$ cat src/rtl/alu_seq.sv
// Handshaked, width-parametrised ALU. Logic, add/sub and 1-bit shift ops finish in one cycle.
// N-bit shifts and the unsigned multiply are iterative, doing one bit per cycle.
module alu_seq #(
    parameter int WIDTH = 8
) (
    input  logic             clk,
    input  logic             rst,
    input  logic             in_valid,
    output logic             in_ready,
    input  logic [WIDTH-1:0] a,
    input  logic [WIDTH-1:0] b,
    input  logic [3:0]       op,
    input  logic             cin,
    output logic             out_valid,
    input  logic             out_ready,
    output logic [WIDTH-1:0] q,
    output logic [WIDTH-1:0] q_hi,
    output logic             cout,
    output logic             zero
);

    localparam int SHAMT_W = $clog2(WIDTH);
    localparam int CNT_W   = SHAMT_W + 1;

    localparam logic [3:0] OP_AND  = 4'h0;
    localparam logic [3:0] OP_OR   = 4'h1;
    localparam logic [3:0] OP_XOR  = 4'h2;
    localparam logic [3:0] OP_NOT  = 4'h3;
    localparam logic [3:0] OP_ADD  = 4'h4;
    localparam logic [3:0] OP_ADC  = 4'h5;
    localparam logic [3:0] OP_SUB  = 4'h6;
    localparam logic [3:0] OP_SBC  = 4'h7;
    localparam logic [3:0] OP_SHL1 = 4'h8;
    localparam logic [3:0] OP_SHR1 = 4'h9;
    localparam logic [3:0] OP_ASR1 = 4'hA;
    localparam logic [3:0] OP_ROR1 = 4'hB;
    localparam logic [3:0] OP_SHLN = 4'hC;
    localparam logic [3:0] OP_SHRN = 4'hD;
    localparam logic [3:0] OP_ASRN = 4'hE;
    localparam logic [3:0] OP_MUL  = 4'hF;

    typedef enum logic [1:0] {IDLE, BUSY, DONE} state_t;

    state_t             state;
    logic [WIDTH-1:0]   q_r;
    logic [WIDTH-1:0]   q_hi_r;
    logic               cout_r;
    logic [3:0]         op_r;
    logic [WIDTH-1:0]   mcand;
    logic [CNT_W-1:0]   cnt;

    logic [SHAMT_W-1:0] shamt;
    logic [WIDTH-1:0]   sc_q;
    logic               sc_c;
    logic [WIDTH-1:0]   step_q;
    logic               step_c;
    logic [WIDTH:0]     psum;

    assign shamt     = b[SHAMT_W-1:0];
    assign in_ready  = (state == IDLE);
    assign out_valid = (state == DONE);
    assign q         = q_r;
    assign q_hi      = q_hi_r;
    assign cout      = cout_r;
    assign zero      = (q_r == '0);

    always_comb begin
        sc_q = '0;
        sc_c = 1'b0;
        case (op)
            OP_AND:  sc_q = a & b;
            OP_OR:   sc_q = a | b;
            OP_XOR:  sc_q = a ^ b;
            OP_NOT:  sc_q = ~a;
            OP_ADD:  {sc_c, sc_q} = {1'b0, a} + {1'b0, b};
            OP_ADC:  {sc_c, sc_q} = {1'b0, a} + {1'b0, b} + {{WIDTH{1'b0}}, cin};
            OP_SUB:  {sc_c, sc_q} = {1'b0, a} + {1'b0, ~b} + {{WIDTH{1'b0}}, 1'b1};
            OP_SBC:  {sc_c, sc_q} = {1'b0, a} + {1'b0, ~b} + {{WIDTH{1'b0}}, cin};
            OP_SHL1: begin sc_q = {a[WIDTH-2:0], cin};      sc_c = a[WIDTH-1]; end
            OP_SHR1: begin sc_q = {cin, a[WIDTH-1:1]};      sc_c = a[0];       end
            OP_ASR1: begin sc_q = {a[WIDTH-1], a[WIDTH-1:1]}; sc_c = a[0];     end
            OP_ROR1: begin sc_q = {a[0], a[WIDTH-1:1]};     sc_c = a[0];       end
            // zero-length N-bit shift passes a through with no carry
            default: sc_q = a;
        endcase
    end

    always_comb begin
        step_q = q_r;
        step_c = cout_r;
        case (op_r)
            OP_SHLN: begin step_q = {q_r[WIDTH-2:0], 1'b0};       step_c = q_r[WIDTH-1]; end
            OP_SHRN: begin step_q = {1'b0, q_r[WIDTH-1:1]};       step_c = q_r[0];       end
            OP_ASRN: begin step_q = {q_r[WIDTH-1], q_r[WIDTH-1:1]}; step_c = q_r[0];     end
            default: ;
        endcase
    end

    // {q_hi_r, q_r} is the 2W accumulator; q_r starts as the multiplier and drains LSB-first
    assign psum = {1'b0, q_hi_r} + ({1'b0, mcand} & {(WIDTH+1){q_r[0]}});

    always_ff @(posedge clk) begin
        if (rst) begin
            state  <= IDLE;
            q_r    <= '0;
            q_hi_r <= '0;
            cout_r <= 1'b0;
            op_r   <= '0;
            mcand  <= '0;
            cnt    <= '0;
        end else begin
            case (state)
                IDLE: begin
                    if (in_valid) begin
                        op_r   <= op;
                        mcand  <= a;
                        q_hi_r <= '0;
                        if (op == OP_MUL) begin
                            q_r    <= b;
                            cout_r <= 1'b0;
                            cnt    <= CNT_W'(WIDTH);
                            state  <= BUSY;
                        end else if (op >= OP_SHLN && shamt != '0) begin
                            q_r    <= a;
                            cout_r <= 1'b0;
                            cnt    <= CNT_W'(shamt);
                            state  <= BUSY;
                        end else begin
                            q_r    <= sc_q;
                            cout_r <= sc_c;
                            state  <= DONE;
                        end
                    end
                end
                BUSY: begin
                    if (op_r == OP_MUL) begin
                        q_hi_r <= psum[WIDTH:1];
                        q_r    <= {psum[0], q_r[WIDTH-1:1]};
                        if (cnt == CNT_W'(1))
                            cout_r <= |psum[WIDTH:1];
                    end else begin
                        q_r    <= step_q;
                        cout_r <= step_c;
                    end
                    cnt <= cnt - 1'b1;
                    if (cnt == CNT_W'(1))
                        state <= DONE;
                end
                DONE: begin
                    if (out_ready)
                        state <= IDLE;
                end
                default: state <= IDLE;
            endcase
        end
    end

endmodule

$ cat config.mk
export PLATFORM = sky130hd
export DESIGN_NAME = alu_seq
export DESIGN_NICKNAME = d
export VERILOG_FILES = /design/src/rtl/alu_seq.sv
export SDC_FILE = /design/constraint.sdc
export NUM_CORES = 1
export LEC_CHECK = 0
export ABC_CLOCK_PERIOD_IN_PS = 8300
export CAP_MARGIN = 20
export CORE_ASPECT_RATIO = 0.5
export CORE_MARGIN = 1
export CORE_UTILIZATION = 45
export CTS_CLUSTER_SIZE = 28
export DETAILED_ROUTE_END_ITERATION = 6
export PLACE_DENSITY = 0.76
export SYNTH_ARGS = -nofsm -noshare
export SYNTH_HDL_FRONTEND = slang
export SYNTH_SLANG_ARGS = --single-unit
$ cat constraint.sdc
create_clock -name clk -period 8.3 [get_ports clk]
set_input_delay 0.83 -clock clk [delete_from_list [all_inputs] [get_ports clk]]
set_output_delay 0.83 -clock clk [all_outputs]
set_load 0.02 [all_outputs]
==> metrics.md, run 1 <==
| Metric | Value |
|---|---|
| Outcome | finished, final reports clean |
| Root Buffer | clkbuf_16 |
| Ys Warns | 0 |
| Mapped cell area | 4400 µm² |
| HP Class | register to register |
| Core Area | 9478 µm² |
| Vias per cell | 6.163 |
| Switching power | 229.2 µW |
| # IOs | 45 |
| Worst-path cell chain | clkdlybuf4s50_1 > ha_1 > fa_1 > a211oi_2 > o21ai_1 > a222oi_1 > nand3_1 > nor4b_2 > mux2i_1 > nor4_1 > o41ai_1 |
| CTS tree | done |
| CTS resizes | 0 |
| Die Wd | 141.9 µm |
| Setup bufs post-CTS | 0 |
| Worst-path fanout max | 9 |
| Die Ht | 71.93 µm |
| Fin Setup TNS | 0 ns |
| Distinct cells, synth | 68 |
| Clk buf depth | 2 |
| Initial antenna violation count | 0 |
| CP Launch Type | input pin |
| Sequential share of the synthesized area | 0.1592 |
| First-pass GRT wire length | 20910 µm |
| Worst clock skew | 0.003376 ns |
| Worst slack at placement | 3.695 ns |
| DRT antenna net count | 0 |
| Nets | 694 |
| Total CTS buffers | 5 |
| Mapped Nets | 674 |
| Final core occ | 0.5271 |
| DP Wirelength | 9833 µm |
| Combinational share of power | 0.404 |
| Sequential group share of total power | 0.310 |
| IO buf count | 44 |
| Pre-Repair DR Iteration Count | 5 |
| Pin count of the biggest net entering global routing | 37 |
| Worst hold slack | 0.4477 ns |
| Final setup viols | 0 |
| Lkg Pwr | 0.001983 µW |
| Clk sink count | 35 |
| Initial Utilization | 0.4643 |
| Synthesis-to-layout area growth | 13.53% |
| Slew Viols, Final | 0 |
| Power per cell area | 123.9 nW/µm² |
| Post-synthesis cell count | 606 |
| Hold buffers post-CTS | 0 |
| Rows | 25 |
| Vias in the first global route | 4065 |
| CTS clk-pin slew, worst paths | 0.05 ns |
| Fraction of layout cells with a size suffix above 1 | 0.04944 |
| Worst Path Arrival | 4.54 ns |
| Fmax | 227.4 MHz |
| GP Congestion | 1.007 |
| Main synth FF type | dfxtp_1 |
| Period utilisation layout | 0.5297 |
| Commonest non-fill, non-tap cells in the layout | nor2_1, a21oi_1, nand2_1 |
| Slew margin rel. | 0.3931 |
| Endpoints failing hold | 0 |
| Syn Area/Cell | 7.262 µm² |
| DRC viols | 0 |
| Nature of the critical path endpoint | register |
| Worst setup margin | 3.903 ns |
| Maxcap violations | 0 |
| Worst vdd ir | 0.07813 mV |
| Post-synthesis async set-or-reset flop share | 0 |
| WS Path Type | input pin to register |
| RSZ-0062 raised after global routing | no |
| Worst Tran Pin Value | 0.9064 ns |
| Slowest stage delay, CP | 0.62 ns |
| DR WL/cell | 17.28 µm |
| Clock power frac | 0.286 |
| Iteration-0 DRC count of the detailed router | 466 |
| Critical path data required time | 8.45 ns |
| Most common cell after layout, fill and taps aside | nor2_1 |
| Global-route usage over all layers | 0.2568 |
| H-tree depth | 2 |
| CP max stage cell | clkdlybuf4s50_1 |
| Flops & latches, synth | 35 |
| Worst-Skew Late Latency | 0.27 ns |
| Final min period | 4.397 ns |
| Routed wire length | 13160 µm |
| Number of synthesized flops with an enable pin | 0 |
| Antenna cell count | 0 |
| Routed via count | 4696 |
| Area of the die | 10200 µm² |
| Global route overflow | 0 |
| Sw Ratio | 0.3703 |
| Internal cell power | 389.8 µW |
[routing by layer]
layer / up-vias / routed length, µm / GRT usage
li1: 2272 / - / -
met1: 2188 / 6150 / 0.3843
met2: 224 / 5810 / 0.4078
met3: 12 / 1114 / 0.02178
met4: 0 / 89 / 0.04301
met5: - / 0 / 0
[worst max-delay path: cells and delay by family]
kind,cells,cell delay (ns)
compound gates,4,1.11
buf+inv,1,0.62
simple gates,3,0.95
mux,1,0.12
fa+ha+maj,2,0.91
[path summary, 6_finish.rpt]
path             from        to  slack, ns  cells past startpoint
min reg2reg  mcand[6]  mcand[6]       0.45                      2
min          mcand[6]  mcand[6]       0.45                      2
max reg2reg      q[0]      cout       5.51                     11
max              a[0]      cout       3.90                     11
[flip-flops by register name, summed over array words and instances (netlist names)]
register / count
cnt: 4
cout: 1
mcand: 8
op_r: 4
q: 8
q_hi: 8
state: 2
[final cells by class]
cell class / count / area [µm²]
clock buffer: 7 / 132.6
fill: 903 / 4482
clock inverter: 1 / 5.005
timing repair buffer: 50 / 485.5
multi-input combinational: 497 / 3364
tap: 135 / 168.9
sequential: 35 / 700.7
inverter: 37 / 138.9
[synth_stat cells, drive strengths merged, types with 9 or more instances]
cell type   n  area share
a211oi     12       0.022
a21o        9       0.015
a21oi      51       0.058
a22oi       9       0.015
and2        9       0.013
clkbuf     31       0.033
dfxtp      35        0.16
ha         40        0.11
inv        37       0.032
mux2i      14       0.032
nand2      49       0.042
nand3      21       0.024
nor2       64       0.055
nor2b      11       0.016
nor3       16       0.018
o211ai     11       0.019
o21ai      41       0.047
xnor2      10       0.020
[cells by family (layout without fill, tap and decap cells)]
| group | after synthesis | count (layout) | synth area share |
|---|---|---|---|
| AND/OR/NAND/NOR | 215 | 215 | 0.2397 |
| AO/OA/AOI/OAI | 203 | 203 | 0.3094 |
| buffers and inverters | 74 | 95 | 0.07620 |
| adder cells (fa/ha/maj) | 43 | 43 | 0.1274 |
| flip-flops | 35 | 35 | 0.1592 |
| XOR/XNOR | 18 | 18 | 0.03583 |
| multiplexers | 18 | 18 | 0.05232 |
[power groups by stage]
stage          logic [µW]  registers (µW)  clock network (µW)
3_5_place_dp          244             195                   0
6_report              250             192                 177
5_1_grt               273             193                 186
2_1_floorplan         171             195                   0
4_1_cts               245             192                 179
3_3_place_gp          242             195                   0
[stage by stage]
| step | instance area (µm²) | std cells | total power, µW |
|---|---|---|---|
| 2_1_floorplan | 4400 | 606 | 366.4 |
| 3_3_place_gp | 4858 | 754 | 437.3 |
| 3_5_place_dp | 4858 | 754 | 439.3 |
| 4_1_cts | 4996 | 762 | 615.9 |
| 5_1_grt | 4996 | 762 | 652.3 |
| 6_report | 4996 | 762 | 619.0 |
Power figures use the tool's default switching activity.
==> inputs of run 2 (changes only) <==
--- a/config.mk
+++ b/config.mk
@@ -5,7 +5,7 @@
 export SDC_FILE = /design/constraint.sdc
 export NUM_CORES = 1
 export LEC_CHECK = 0
-export ABC_CLOCK_PERIOD_IN_PS = 8300
+export ABC_CLOCK_PERIOD_IN_PS = 4300
 export CAP_MARGIN = 20
 export CORE_ASPECT_RATIO = 0.5
 export CORE_MARGIN = 1
==> constraint.sdc (replaced) <==
create_clock -name clk -period 4.3 [get_ports clk]
set_input_delay 0.43 -clock clk [delete_from_list [all_inputs] [get_ports clk]]
set_output_delay 0.43 -clock clk [all_outputs]
set_load 0.02 [all_outputs]
==> run 2 against run 1 <==
  * Combinational power rose by 99%
  * Critical path depth rose by 2
  * Flip-flop and latch count did not move
  * Cell area rose by 2.0%
  * Hold slack improved by 0.0033 ns
  * Power rose by 98%
  * Setup slack got worse by 3.4 ns
==> metrics.md, run 2 (synthesis gave the netlist of run 1 again) <==
| Metric | Value |
|---|---|
| Outcome | finished, final reports clean |
| Sequential group share of total power | 0.303 (-0.007) |
| Combinational share of power | 0.406 (+0.002) |
| Critical path data required time | 4.46 ns (-3.99 ns) |
| Global-route usage over all layers | 0.2712 (+0.01441) |
| Routed via count | 4787 (+1.9%) |
| Area of the die | 10200 µm² (unchanged) |
| Nets | 706 (+1.7%) |
| Worst Path Arrival | 3.94 ns (-0.60 ns) |
| RSZ-0062 raised after global routing | no |
| Switching power | 462.1 µW (+100%) |
| Pin count of the biggest net entering global routing | 37 (unchanged) |
| # IOs | 45 (unchanged) |
| Final core occ | 0.5374 (+0.01030) |
| Slew Viols, Final | 0 (unchanged) |
| GP Congestion | 0.9659 (-4.1%) |
| CP Launch Type | input pin |
| WS Path Type | input pin to register |
| Worst clock skew | 0.004530 ns (+0.001154 ns) |
| Clk buf depth | 2 (unchanged) |
| Fmax | 264.8 MHz |
| Fraction of layout cells with a size suffix above 1 | 0.07042 (+0.02098) |
| Nature of the critical path endpoint | register |
| CTS tree | done |
| Worst vdd ir | 0.1663 mV (+110%) |
| Power per cell area | 240.5 nW/µm² (+94%) |
| Critical Path Start | b[0] |
| DR WL/cell | 17.56 µm (+1.7%) |
| Initial antenna violation count | 0 (unchanged) |
| Die Wd | 141.9 µm (unchanged) |
| Pre-Repair DR Iteration Count | 5 (unchanged) |
| HP Class | register to register |
| Antenna cell count | 0 (unchanged) |
| Most common cell after layout, fill and taps aside | nor2_1 |
| Maxcap violations | 0 (unchanged) |
| DRC viols | 0 (unchanged) |
| FILL cells | 919 (+1.8%) |
| Rows | 25 (unchanged) |
| Vias per cell | 6.185 (+0.36%) |
| Hold buffers post-CTS | 0 (unchanged) |
| Worst Tran Pin Value | 0.9108 ns (+0.004331 ns) |
| Slew margin rel. | 0.3902 (-0.002900) |
| Clock power frac | 0.291 (+0.005) |
| H-tree depth | 2 (unchanged) |
| Internal cell power | 762.7 µW (+96%) |
| Clk sink count | 35 (unchanged) |
| Routed wire length | 13590 µm (+3.3%) |
| First-pass GRT wire length | 22090 µm (+5.6%) |
| Iteration-0 DRC count of the detailed router | 532 (+14%) |
| Global route overflow | 0 (unchanged) |
| Initial Utilization | 0.4643 (unchanged) |
| Period utilisation layout | 0.8784 |
| DP Wirelength | 10100 µm (+2.7%) |
| Lkg Pwr | 0.002039 µW (+2.9%) |
| Worst-path fanout max | 5 (-4) |
| Reg2reg start | q[0] |
| Hold Startpoint | mcand[6] |
| Fin Setup TNS | 0 ns (unchanged) |
| Die Ht | 71.93 µm (unchanged) |
| Vias in the first global route | 4286 (+5.4%) |
| Endpoints failing hold | 0 (unchanged) |
| Synthesis-to-layout area growth | 15.75% |
| IO buf count | 44 (unchanged) |
| Sw Ratio | 0.3773 (+0.006983) |
| CTS resizes | 0 (unchanged) |
| Final setup viols | 0 (unchanged) |
| CTS clk-pin slew, worst paths | 0.06 ns (about the same) |
| Total CTS buffers | 5 (unchanged) |
| Core Area | 9478 µm² (unchanged) |
| Final min period | 3.777 ns |
| DRT antenna net count | 0 (unchanged) |
| Commonest non-fill, non-tap cells in the layout | nor2_1, a21oi_1, nand2_1 |
| Setup bufs post-CTS | 0 (unchanged) |
| Worst-Skew Late Latency | 0.28 ns (about the same) |
| Root Buffer | clkbuf_16 |
## run 2: metrics by stage
stage	cell area (µm²)	setup WS [ns]	total power (µW)	hold slack, ns	std cells
floorplan	4400	1.282	707.2	0.4317	606
global placement	4949	0.3697	855.1	0.4381	766
detailed placement	4949	0.3150	860.1	0.4429	766
CTS	5094	0.5809	1216	0.4507	774
global route	5094	0.2330	1288	0.4824	774
finish	5094	0.5229	1225	0.4510	774
## run 2: worst max-delay path, stage by stage
cell	delay, ns
clkdlybuf4s50_1	0.50
inv_1	0.14
ha_1	0.20
inv_1	0.07
fa_1	0.45
or2_2	0.32
a211oi_1	0.24
o311ai_0	0.24
or3_1	0.43
nor3_1	0.26
mux2i_1	0.11
nor4_1	0.42
o41ai_1	0.11
## run 2: final cells by class
type                    count  area, µm²  share of cell area
clock buffers               5      125.1             0.02456
clock inverters             3      20.02            0.003930
inverters                  37      138.9             0.02727
multi-input cells         497       3364              0.6605
flip-flops and latches     35      700.7              0.1376
well taps                 135      168.9             0.03316
repair buffers             62      575.6              0.1130
## run 2: power by group through the flow
stage	clock (µW)	combinational [µW]	sequential, µW
floorplan	0	331	376
global placement	0	478	377
detailed placement	0	483	377
CTS	359	487	370
global route	372	541	374
finish	357	497	371
## run 2: metal layers
metal  vias up  track usage  wire length [µm]  part of all wire
met5         -            0                 0                 0
met4         0      0.07646               263             0.019
met3        29      0.02244              1189             0.087
met2       238       0.4324              5902              0.43
met1      2241       0.3938              6239              0.46
li1       2279            -                 -                 -
## run 2: path summary, 6_finish.rpt
check | end | slack (ns) | cells after the start
worst min register to register | mcand[6] | 0.45 | 2
worst min-delay path | mcand[6] | 0.45 | 2
worst max register to register | cout | 1.48 | 11
worst max-delay path | cout | 0.52 | 13
